--- config.mk ---
export PLATFORM = sky130hd
export DESIGN_NAME = acc_requant_s10_20_flat
export DESIGN_NICKNAME = d
export VERILOG_FILES = /design/src/rtl/nn_fixed_pkg.sv /design/src/rtl/acc_requant_s10_20_if.sv /design/src/rtl/pipe_stage_vr.sv /design/src/rtl/acc_requant_s10_20.sv /design/src/flat_wrapper.sv
export SDC_FILE = /design/constraint.sdc
export NUM_CORES = 1
export LEC_CHECK = 0
export BUFFER_PORTS_ARGS = -buffer_cell sky130_fd_sc_hd__clkbuf_2
export CORE_MARGIN = 3
export CORE_UTILIZATION = 57
export DETAILED_ROUTE_END_ITERATION = 12
export PLACE_DENSITY = 0.81
export SETUP_SLACK_MARGIN = 0.02
export SKIP_CTS_REPAIR_TIMING = 1
export SYNTH_ARGS = -nofsm -noshare
export SYNTH_HDL_FRONTEND = slang
export SYNTH_SLANG_ARGS = --single-unit
--- constraint.sdc ---
create_clock -name clk -period 3.4 [get_ports clk]
set_input_delay 0.51 -clock clk [delete_from_list [all_inputs] [get_ports clk]]
set_output_delay 0.51 -clock clk [all_outputs]
set_load 0.02 [all_outputs]
--- src/rtl/nn_fixed_pkg.sv ---
// Fixed-point formats shared by the S5.10 MAC datapath and its requantiser.
// The S10.20 accumulator is the full-precision product sum of two S5.10 values.
package nn_fixed_pkg;

  localparam int FRAC_BITS = 10;
  localparam int ACC_W     = 32;
  localparam int OUT_W     = 16;

  typedef logic signed [15:0] s5_10_t;
  typedef logic signed [31:0] s10_20_t;

  localparam s5_10_t S5_10_MAX = 16'sh7FFF;
  localparam s5_10_t S5_10_MIN = 16'sh8000;

endpackage

--- src/rtl/acc_requant_s10_20_if.sv ---
// Accumulator-in / activation-out streaming bundle of the requantiser.
// The slave modport is the requantiser side, the master modport is its environment.
interface acc_requant_s10_20_if #(
  parameter int ACC_W = nn_fixed_pkg::ACC_W,
  parameter int OUT_W = nn_fixed_pkg::OUT_W
);

  logic                    acc_valid;
  logic                    acc_ready;
  logic signed [ACC_W-1:0] acc_data;
  logic signed [OUT_W-1:0] bias;
  logic                    relu_en;

  logic                    out_valid;
  logic                    out_ready;
  logic signed [OUT_W-1:0] out_data;
  logic                    out_sat;

  modport master (
    output acc_valid, acc_data, bias, relu_en, out_ready,
    input  acc_ready, out_valid, out_data, out_sat
  );

  modport slave (
    input  acc_valid, acc_data, bias, relu_en, out_ready,
    output acc_ready, out_valid, out_data, out_sat
  );

endinterface

--- src/rtl/pipe_stage_vr.sv ---
// Generic valid/ready register slice: loads whenever empty or draining downstream,
// so a chain of these runs at one beat per cycle and stalls without bubbles.
module pipe_stage_vr #(
  parameter int W = 8
) (
  input  logic         clk,
  input  logic         rst,
  input  logic         up_valid,
  output logic         up_ready,
  input  logic [W-1:0] up_data,
  output logic         dn_valid,
  input  logic         dn_ready,
  output logic [W-1:0] dn_data
);

  assign up_ready = !dn_valid || dn_ready;

  // NOTE: sequential state uses non-blocking assignments so every slice samples
  // the pre-edge value of its neighbour, independent of process ordering.
  always_ff @(posedge clk or posedge rst) begin
    if (rst) begin
      dn_valid <= 1'b0;
      // NOTE: the payload is reset too, so the visible output reads 0 after reset
      // instead of stale data from a discarded beat.
      dn_data  <= '0;
    end else if (up_ready) begin
      dn_valid <= up_valid;
      if (up_valid) dn_data <= up_data;
    end
  end

endmodule

--- src/rtl/acc_requant_s10_20.sv ---
// Requantises S10.20 accumulator beats to S5.10: bias add, optional ReLU,
// round half up, saturate; three register slices with full backpressure.
module acc_requant_s10_20 #(
  parameter int FRAC_BITS = nn_fixed_pkg::FRAC_BITS,
  parameter int ACC_W     = nn_fixed_pkg::ACC_W,
  parameter int OUT_W     = nn_fixed_pkg::OUT_W,
  parameter int CNT_W     = 16
) (
  input  logic                 clk,
  input  logic                 rst,
  acc_requant_s10_20_if.slave  bus,
  input  logic                 sat_clr,
  output logic [CNT_W-1:0]     sat_count
);

  localparam int S1_W = ACC_W + 1;
  localparam int R_W  = ACC_W + 2;
  localparam int P1_W = S1_W + 1;
  localparam int P3_W = OUT_W + 1;

  localparam logic signed [R_W-1:0] HALF  = R_W'(1) << (FRAC_BITS - 1);
  localparam logic signed [R_W-1:0] R_MAX = R_W'((1 << (OUT_W - 1)) - 1);
  localparam logic signed [R_W-1:0] R_MIN = ~R_MAX;
  localparam logic [OUT_W-1:0]      O_MAX = {1'b0, {(OUT_W - 1){1'b1}}};
  localparam logic [OUT_W-1:0]      O_MIN = {1'b1, {(OUT_W - 1){1'b0}}};

  logic                    in_ready;
  logic                    v1, v2, v3;
  logic                    rdy2, rdy3;
  logic [P1_W-1:0]         p1;
  logic [R_W-1:0]          p2;
  logic [P3_W-1:0]         p3;

  logic signed [S1_W-1:0]  s1_d;
  logic                    relu_q;
  logic signed [S1_W-1:0]  s1_q;
  logic signed [R_W-1:0]   s1_act;
  logic signed [R_W-1:0]   r_d;
  logic signed [R_W-1:0]   r_q;
  logic                    sat_d;
  logic [OUT_W-1:0]        out_d;

  // Bias is aligned to the accumulator's 2*FRAC_BITS fraction; one guard bit absorbs the carry.
  assign s1_d = $signed({bus.acc_data[ACC_W-1], bus.acc_data})
              + ($signed({{(S1_W - OUT_W){bus.bias[OUT_W-1]}}, bus.bias}) <<< FRAC_BITS);

  pipe_stage_vr #(.W(P1_W)) u_s1 (
    .clk      (clk),
    .rst      (rst),
    .up_valid (bus.acc_valid),
    .up_ready (in_ready),
    .up_data  ({bus.relu_en, s1_d}),
    .dn_valid (v1),
    .dn_ready (rdy2),
    .dn_data  (p1)
  );

  assign relu_q = p1[P1_W-1];
  assign s1_q   = p1[S1_W-1:0];

  // NOTE: every always_comb output gets a default before any condition, so no
  // path leaves a variable unassigned and no latch is inferred.
  always_comb begin
    s1_act = {s1_q[S1_W-1], s1_q};
    if (relu_q && s1_q[S1_W-1]) s1_act = '0;
    r_d = (s1_act + HALF) >>> FRAC_BITS;
  end

  pipe_stage_vr #(.W(R_W)) u_s2 (
    .clk      (clk),
    .rst      (rst),
    .up_valid (v1),
    .up_ready (rdy2),
    .up_data  (r_d),
    .dn_valid (v2),
    .dn_ready (rdy3),
    .dn_data  (p2)
  );

  assign r_q = p2;

  always_comb begin
    sat_d = 1'b0;
    out_d = r_q[OUT_W-1:0];
    if (r_q > R_MAX) begin
      sat_d = 1'b1;
      out_d = O_MAX;
    end else if (r_q < R_MIN) begin
      sat_d = 1'b1;
      out_d = O_MIN;
    end
  end

  pipe_stage_vr #(.W(P3_W)) u_s3 (
    .clk      (clk),
    .rst      (rst),
    .up_valid (v2),
    .up_ready (rdy3),
    .up_data  ({sat_d, out_d}),
    .dn_valid (v3),
    .dn_ready (bus.out_ready),
    .dn_data  (p3)
  );

  assign bus.acc_ready = in_ready;
  assign bus.out_valid = v3;
  assign bus.out_sat   = p3[OUT_W];
  assign bus.out_data  = p3[OUT_W-1:0];

  // Counts delivered clamped beats only; sticky at all-ones, clear has priority.
  always_ff @(posedge clk or posedge rst) begin
    if (rst) begin
      sat_count <= '0;
    end else if (sat_clr) begin
      sat_count <= '0;
    end else if (v3 && bus.out_ready && p3[OUT_W] && (sat_count != '1)) begin
      sat_count <= sat_count + CNT_W'(1);
    end
  end

endmodule

--- src/flat_wrapper.sv ---
// flat-port wrapper written by rule: the top's interface ports become plain ports
module acc_requant_s10_20_flat 
#(
  parameter int FRAC_BITS = nn_fixed_pkg::FRAC_BITS,
  parameter int ACC_W     = nn_fixed_pkg::ACC_W,
  parameter int OUT_W     = nn_fixed_pkg::OUT_W,
  parameter int CNT_W     = 16
)
  (clk, rst, sat_clr, sat_count, bus_acc_valid, bus_acc_data, bus_bias, bus_relu_en, bus_out_ready, bus_acc_ready, bus_out_valid, bus_out_data, bus_out_sat);
  acc_requant_s10_20_if #(.ACC_W(ACC_W), .OUT_W(OUT_W)) bus_i ();
  input  logic clk;
  input  logic rst;
  input  logic sat_clr;
  output logic [CNT_W-1:0] sat_count;
  input wire logic [$bits(bus_i.acc_valid)-1:0] bus_acc_valid;
  input wire logic [$bits(bus_i.acc_data)-1:0] bus_acc_data;
  input wire logic [$bits(bus_i.bias)-1:0] bus_bias;
  input wire logic [$bits(bus_i.relu_en)-1:0] bus_relu_en;
  input wire logic [$bits(bus_i.out_ready)-1:0] bus_out_ready;
  output wire logic [$bits(bus_i.acc_ready)-1:0] bus_acc_ready;
  output wire logic [$bits(bus_i.out_valid)-1:0] bus_out_valid;
  output wire logic [$bits(bus_i.out_data)-1:0] bus_out_data;
  output wire logic [$bits(bus_i.out_sat)-1:0] bus_out_sat;
  assign bus_i.acc_valid = bus_acc_valid;
  assign bus_i.acc_data = bus_acc_data;
  assign bus_i.bias = bus_bias;
  assign bus_i.relu_en = bus_relu_en;
  assign bus_i.out_ready = bus_out_ready;
  assign bus_acc_ready = bus_i.acc_ready;
  assign bus_out_valid = bus_i.out_valid;
  assign bus_out_data = bus_i.out_data;
  assign bus_out_sat = bus_i.out_sat;
  acc_requant_s10_20 #(.FRAC_BITS(FRAC_BITS), .ACC_W(ACC_W), .OUT_W(OUT_W), .CNT_W(CNT_W)) u_core (.clk(clk), .rst(rst), .bus(bus_i), .sat_clr(sat_clr), .sat_count(sat_count));
endmodule
# [Word-level counts from Yosys, hierarchy flattened]
# Index checks and enable logic that the tools add are counted.
[totals] latchBits=0 in_bits=54 regBits=94 mem_bits_ro=0 ramBits=0 memories=0 output_inout_bits=35 elab_cells=34
[classes] n_reduce_logical=14 mux=7 n_lt_le_gt_ge=2 n_eq_ne=1 bitwise=0 div=0 multipliers=0 n_shift=0 addsub=3
[ops] cell="$mux 16" n=4
[ops] cell="$add 34x11->34 const B" n=1
[ops] cell="$mux 34" n=1
[ops] cell="$add 32x26->33" n=1
[ops] cell="$gt 24x16->1 const B" n=1
[ops] cell="$lt 24x16->1 const B" n=1
[ops] cell="$add 16x1->16 const B" n=1
[ops] cell="$ne 16x16->1 const B" n=1
[ops] cell="$reduce_and 2->1" n=3
[ops] cell="$logic_and 1x1->1" n=4
[ops] cell="$logic_not 1->1" n=3
[ops] cell="$logic_or 1x1->1" n=3
[ops] cell="$mux 1" n=2
[ops] cell="$reduce_bool 2->1" n=1

# [Longest topological paths before layout]
# Gate-level depths: netlist of the first run.
[logic_depth] depth_word=5 depth_mapped=9 ltp_nobuf=9

# [Cells and area by module]
# A second synthesis of the first run with hierarchy kept.
[unflattened] hier_cells=572 area_unflattened_um2=6373.6
[modules_own_cells] module="pipe_stage_vr at u_core.u_s1 ..." cells_each=76 seq_area_each_um2=875.8 area_per_inst_um2=1467.7 n_inst=2
[modules_own_cells] module="acc_requant_s10_20" cells_each=380 seq_area_each_um2=400.4 area_per_inst_um2=2702.6 n_inst=1
[modules_own_cells] module="pipe_stage_vr at u_core.u_s3" cells_each=40 seq_area_each_um2=450.4 area_per_inst_um2=735.7 n_inst=1

# [Worst setup path before layout of the first run]
# Ideal clock, no wire load.
[synth_path] path_type="input port to flip-flop" startpoint="input port bus_bias[0]" endpoint="register u_core.u_s1.dn_data[30]" n_path_buf=0 required_time_ps=3305 cell_stages=9 path_slack_ps=1010 t_arrival_ps=2295 setup_time_ps=95 cell_sequence="ha_1 > inv_1 > fa_1 > and2b_4 > o31ai_4 > a2111oi_4 > o21ai_1 > and3b_1 > o31ai_1"
[synth_between] elab_chain_len=1
[synth_rtl] item="start: declaration" line="flat_wrapper.sv:17" source="input wire logic [$bits(bus_i.bias)-1:0] bus_bias;"
[synth_rtl] item="$add 32x26->33" line="acc_requant_s10_20.sv:45" source="+ ($signed({{(S1_W - OUT_W){bus.bias[OUT_W-1]}}, bus.bias}) <<< FRAC_BITS);"
[synth_rtl] item="end signal: assignment" line="pipe_stage_vr.sv:28" source="if (up_valid) dn_data <= up_data;"
[synth_rtl] item="end: declaration" line="pipe_stage_vr.sv:13" source="output logic [W-1:0] dn_data"
# Every way passes these cells.
# A chain may end at the register's enable or synchronous reset.

# [Final worst setup path of the first run]
[layout_path] startpoint="register u_core.u_s1.dn_data[32]" endpoint="register u_core.u_s2.dn_data[21]"
[layout_between] elab_chain_len=3
[layout_rtl] item="$logic_and 1x1->1" line="acc_requant_s10_20.sv:65" source="if (relu_q && s1_q[S1_W-1]) s1_act = '0;"
[layout_rtl] item="$mux 34" line="acc_requant_s10_20.sv:65"
[layout_rtl] item="$add 34x11->34" line="acc_requant_s10_20.sv:66" source="r_d = (s1_act + HALF) >>> FRAC_BITS;"
[layout_rtl] item="end signal: assignment" line="pipe_stage_vr.sv:28"
[layout_rtl] item="end: declaration" line="pipe_stage_vr.sv:13"
# Every way passes these cells.

==> results of run 1 <==
[cell type report]
type / instances / area (µm²)
Fill cell: 728 / 2933
Multi-Input combinational cell: 477 / 2927
Sequential cell: 85 / 2127
Timing Repair Buffer: 83 / 437.9
Clock buffer: 12 / 135.1
Tap cell: 108 / 135.1
Clock inverter: 4 / 72.57
Inverter: 10 / 38.79
[synth_stat cells (all sizes together), types with 6 or more instances]
master,number
a21o,10
o21ai,78
nand2,114
and3,14
inv,10
clkbuf,19
xor2,30
buf,9
nand4,14
dfrtp,85
xnor2,18
ha,24
nor2,37
a21oi,27
o31ai,6
nand3,28
nor3,13
nand2b,7
[critical path: stages (launching register included)]
cell and delay, ps:
dfrtp_1 500, nand2_1 370, and2_1 190, ha_1 220
nand4_2 210, nor3b_4 330, nand2_1 130, xnor2_1 200
o21ai_0 90
[stage by stage]
stage                     hold slack [ps]  power (mW)
after floorplan                     444.7       2.045
after global placement              455.6       2.271
after detailed placement            467.5       2.318
after CTS                           181.3       3.073
after global routing                210.3       3.255
final                               179.7       3.058
[power by group through the flow]
| stage | logic [mW] | clock network, mW | registers (mW) |
|---|---|---|---|
| after floorplan | 0.560 | 0 | 1.48 |
| after global placement | 0.855 | 0 | 1.42 |
| after detailed placement | 0.884 | 0 | 1.43 |
| after CTS | 0.889 | 0.771 | 1.41 |
| after global routing | 1.00 | 0.808 | 1.45 |
| final | 0.885 | 0.758 | 1.42 |
[routing by layer]
layer | global-route usage [%] | part of all wire [%] | up-vias
met5 | 0 | 0 | -
met4 | 7.464 | 2.1 | 0
met2 | 36.12 | 46 | 127
met1 | 28.86 | 47 | 2096
met3 | 3.237 | 4.4 | 24
li1 | - | - | 2239
[final timing paths]
kind                                               from  slack [ps]                       to  depth (start not counted)
worst min register to register  u_core.u_s2.dn_data[13]         480  u_core.u_s2.dn_data[13]                          2
worst max-delay path            u_core.u_s1.dn_data[32]        1000  u_core.u_s2.dn_data[21]                          8
min in group clk                        bus_acc_data[9]         360   u_core.u_s1.dn_data[9]                          3
max in group asynchronous                           rst        2430  u_core.u_s3.dn_data[14]                          3
worst max register to register  u_core.u_s1.dn_data[32]        1000  u_core.u_s2.dn_data[21]                          8
worst min-delay path                                rst         180  u_core.u_s2.dn_data[21]                          2
[sequential cells by signal, summed over array words and instances (netlist names)]
register / flops
u_core.u_s1.dn_valid: 1
u_core.u_s1.dn_data: 25
u_core.u_s2.dn_valid: 1
u_core.sat_count: 16
u_core.u_s3.dn_valid: 1
u_core.u_s2.dn_data: 24
u_core.u_s3.dn_data: 17
[cell families after synthesis]
| group | count (synthesis) | share of synthesized area, % |
|---|---|---|
| compound gates | 153 | 18.75 |
| xor+xnor | 48 | 8.065 |
| fa+ha+maj | 25 | 6.145 |
| buf+inv | 38 | 3.048 |
| flops | 85 | 40.81 |
| mux | 3 | 0.6241 |
| simple gates | 248 | 22.56 |
==> impl_metrics.py, run 1 <==
metrics = {
    "status": {
        "outcome": "finished, final reports clean",
    },
    "synth": {
        "yosysTopAreaCell": "dfrtp_1",
        "avgSynthCellArea_um2": 8.687,
        "syn-instance-count": 600,
        "synth_nets": 679,
        "synth-main-ff-cell": "dfrtp_1",
        "syn_area_um2": 5212,
        "synth-seq-cells": 85,
        "async_reset_ff_share_pct": 100.0,
        "synth.top_cell.area_share_pct": 40.81,
        "synth_cell_types": 64,
        "synth.area.top_cells": "dfrtp_1, nand2_1, o21ai_0, ha_1, xor2_1",
        "ys_warn_count": 0,
        "seq_area_frac_synth_pct": 40.81,
        "synth_edf_count": 0,
    },
    "clocking": {
        "cts_made_buffers": 9,
        "clk_pin_slew_ps": 80,
        "cts_max_level": 3,
        "cts.path.max_buffers": 2,
        "numClockSinks": 85,
        "insertion_delay_ps": 350,
        "root_buffer": "clkbuf_8",
        "tritoncts": "yes",
    },
    "floorplanning": {
        "die_width_um": 101.6,
        "core_um2": 8806,
        "start_util_pct": 59.19,
        "die_area_um2": 10330,
        "pin_count": 89,
        "num_rows": 34,
        "die_y_um": 101.6,
    },
    "timing": {
        "tns_ps": 0,
        "period_share_pct": 70.69,
        "min_period_ps": 2403,
        "fin_skew_ps": 8.114,
        "slew_headroom_pct": 36.56,
        "drv_slew": 0,
        "grt_setup_unrepaired": "no",
        "fmax_mhz": 416.1,
        "fin_ws_ps": 996.6,
        "finalHoldViolations": 0,
        "worstMarginPinSlew_ps": 949.3,
        "setup_viol": 0,
    },
    "worst_hold_path": {
        "hold_class": "input port to asynchronous set/reset pin",
    },
    "finish": {
        "fin_util_pct": 66.70,
        "final_common_cell": "nand2_1",
        "area_growth_syn_to_layout_pct": 12.67,
        "antenna_cells": 0,
        "final_nets": 745,
        "final_cell_mix": "nand2_1, dfrtp_1, clkbuf_2",
        "drive_gt1_share_pct": 16.99,
        "stdcell_area_um2": 5873,
        "stdcell_count": 779,
    },
    "power": {
        "clkPwrFrac_pct": 24.8,
        "p_leak_nw": 2.752,
        "switching_share_pct": 34.74,
        "pwr_density_cell_nw_per_um2": 520.7,
        "switchingPower_mw": 1.062,
        "intPower_mw": 1.996,
        "p_seq_share_pct": 46.3,
        "pwr-share-comb_pct": 28.9,
        "vdd_drop_max_mv": 0.2781,
    },
    "route": {
        "route.detailed.drc": 0,
        "drt_iter0_drc": 173,
        "routedWlPerCell_um": 14.09,
        "drt-pass1-iter-count": 5,
        "num_vias": 4486,
        "ant_nets": 0,
        "via_per_inst": 5.759,
        "finalWirelength_um": 10980,
    },
    "worst_setup_path": {
        "cp-end-kind": "flip-flop",
        "path_max_fanout": 13,
        "worst_setup_path_start_kind": "flip-flop",
        "path_class": "flip-flop to flip-flop",
        "cp.arrival_ps": 2600,
        "worst_ep_required_time_ps": 3600,
    },
    "place": {
        "dpl_cell_area_um2": 5665,
        "gp_congestion": 0.8504,
        "io_buffer_count": 79,
        "dp_hpwl_um": 8356,
        "dpl_worst_slack_ps": 748.0,
        "dp.cells": 763,
    },
    "global_routing": {
        "overflow": 0,
        "grt_use_total_pct": 21.66,
        "grt_max_degree": 40,
        "grt_pass1_wl_um": 18460,
        "grt_antenna_before_repair": 0,
        "grt_pass1_vias": 4197,
    },
    "run": {
        "drv_cap": 0,
    },
}
Note: power is estimated with default switching activity, not from simulation.
==> run 2, diff against run 1 <==
- CORE_UTILIZATION: 57 -> 51
- PLACE_DENSITY: 0.81 -> 0.76
- clock period: 3.4 -> 2.2 ns (I/O delays scaled with it)
==> run 2 against run 1 <==
  * Sequential power up 54%
  * Clock-buffer cell count unchanged
  * Worst hold slack worse by 91 ps
  * Sequential cell count unchanged
  * Critical path depth down 1
  * Final cell count up 6.3%
  * Global-route usage down 1.3 points
  * Combinational power up 63%
  * Register-to-register slack worse by 820 ps
  * Core utilization down 4.8 points
  * Via count up 1.6%
  * Setup slack worse by 820 ps
  * Critical endpoint is now u_core.sat_count[5]
  * Largest power group unchanged
==> impl_metrics.py, run 2 (same netlist as run 1, synthesis figures left out) <==
metrics = {
    "route": {
        "routedWlPerCell_um": 13.52,
        "ant_nets": 0,
        "num_vias": 4557,
        "via_per_inst": 5.504,
        "drt_iter0_drc": 245,
        "route.detailed.drc": 0,
        "finalWirelength_um": 11190,
        "drt-pass1-iter-count": 5,
    },
    "finish": {
        "antenna_cells": 0,
        "area_growth_syn_to_layout_pct": 17.07,
        "stdcell_count": 828,
        "final_cell_mix": "nand2_1, dfrtp_1, clkbuf_2",
        "drive_gt1_share_pct": 20.14,
        "top_regs": "u_core.u_s1.dn_data x25, u_core.u_s2.dn_data x24, u_core.u_s3.dn_data x17",
        "largest_reg_flops": 25,
        "final_nets": 769,
        "final_common_cell": "nand2_1",
        "largest-register": "u_core.u_s1.dn_data",
    },
    "global_routing": {
        "grt_pass1_vias": 4321,
        "overflow": 0,
        "grt_use_total_pct": 20.31,
        "grt_max_degree": 54,
        "grt_pass1_wl_um": 19490,
        "grt_antenna_before_repair": 0,
    },
    "power": {
        "vdd_drop_max_mv": 0.3814,
        "pwr_density_cell_nw_per_um2": 783.7,
        "power_mw": 4.782,
        "p_leak_nw": 2.862,
    },
    "clocking": {
        "cts.path.max_buffers": 2,
        "numClockSinks": 85,
        "cts_max_level": 3,
        "clk_pin_slew_ps": 80,
        "cts_made_buffers": 9,
        "tritoncts": "yes",
        "insertion_delay_ps": 340,
        "root_buffer": "clkbuf_8",
    },
    "floorplanning": {
        "num_rows": 36,
        "die_width_um": 107.1,
        "start_util_pct": 52.84,
        "pin_count": 89,
        "core_um2": 9864,
        "die_y_um": 107.1,
        "die_area_um2": 11470,
    },
    "worst_setup_path": {
        "worst_ep_required_time_ps": 2410,
        "path_max_fanout": 7,
        "path_class": "flip-flop to flip-flop",
        "worst_setup_path_start_kind": "flip-flop",
        "cp.arrival_ps": 2230,
        "cp-end-kind": "flip-flop",
    },
    "timing": {
        "fmax_mhz": 493.6,
        "min_period_ps": 2026,
        "setup_viol": 0,
        "drv_slew": 0,
        "grt_setup_unrepaired": "no",
        "period_share_pct": 92.09,
        "finalHoldViolations": 0,
        "worstMarginPinSlew_ps": 930.3,
        "slew_headroom_pct": 37.98,
        "fin_skew_ps": 11.57,
    },
    "place": {
        "io_buffer_count": 79,
        "dp.cells": 812,
        "dp_hpwl_um": 8795,
        "gp_congestion": 0.8650,
    },
    "worst_hold_path": {
        "hold_class": "input port to asynchronous set/reset pin",
    },
    "status": {
        "outcome": "finished, final reports clean",
    },
    "run": {
        "drv_cap": 0,
    },
}
run 2: critical path, cell delays in order (launching register included):
cell	delay [ps]
dfrtp_1	410
ha_1	250
and4_1	210
nand4_1	150
or3_1	460
nand3_1	160
xor2_1	200
nor2_1	60
run 2: metal layers:
layer | part of all wire, % | track usage [%] | vias up | wire (µm)
met1 | 46 | 27.46 | 2125 | 5191
met3 | 5.0 | 3.191 | 11 | 556
met4 | 1.3 | 5.205 | 0 | 149
met5 | 0 | 0 | - | 0
li1 | - | - | 2291 | -
met2 | 47 | 34.09 | 130 | 5296
run 2: final timing paths:
path | slack, ps | depth (start not counted) | start | end
max in group asynchronous | 1410 | 3 | rst | u_core.u_s1.dn_data[33]
min in group clk | 190 | 3 | bus_acc_data[9] | u_core.u_s1.dn_data[9]
hold / removal | 90 | 2 | rst | u_core.sat_count[15]
setup / recovery | 170 | 7 | u_core.sat_count[0] | u_core.sat_count[5]
setup reg to reg | 170 | 7 | u_core.sat_count[0] | u_core.sat_count[5]
hold reg to reg | 480 | 2 | u_core.u_s2.dn_data[9] | u_core.u_s2.dn_data[9]
run 2: report_power, final:
| part | leakage (nW) | total, mW | switching, mW | internal (mW) |
|---|---|---|---|---|
| clock | 0.101 | 1.16 | 0.522 | 0.640 |
| combinational | 1.70 | 1.44 | 0.862 | 0.582 |
| sequential | 1.06 | 2.18 | 0.261 | 1.91 |
run 2: area by class of cell:
type                    count  area, µm²
clock buffers              12      135.1
clock inverters             4      72.57
fillers                   891       3762
inverters                  10      41.29
multi-input cells         477       2942
flip-flops and latches     85       2127
well taps                 133      166.4
repair buffers            107      618.1
run 2: stage by stage:
| step | setup slack (ps) | TNS (ps) | utilization (%) | instance area (µm²) | hold slack [ps] |
|---|---|---|---|---|---|
| global placement | -102.9 | -193.9 | 59.75 | 5894 | 456.5 |
| global route | 35.28 | 0 | 61.86 | 6102 | 125.9 |
| CTS | 187.7 | 0 | 61.86 | 6102 | 96.51 |
| finish | 174.0 | 0 | 61.86 | 6102 | 88.46 |
| floorplan | 79.40 | 0 | - | 5231 | 393.1 |
| detailed placement | -179.1 | -375.4 | 59.75 | 5894 | 465.9 |
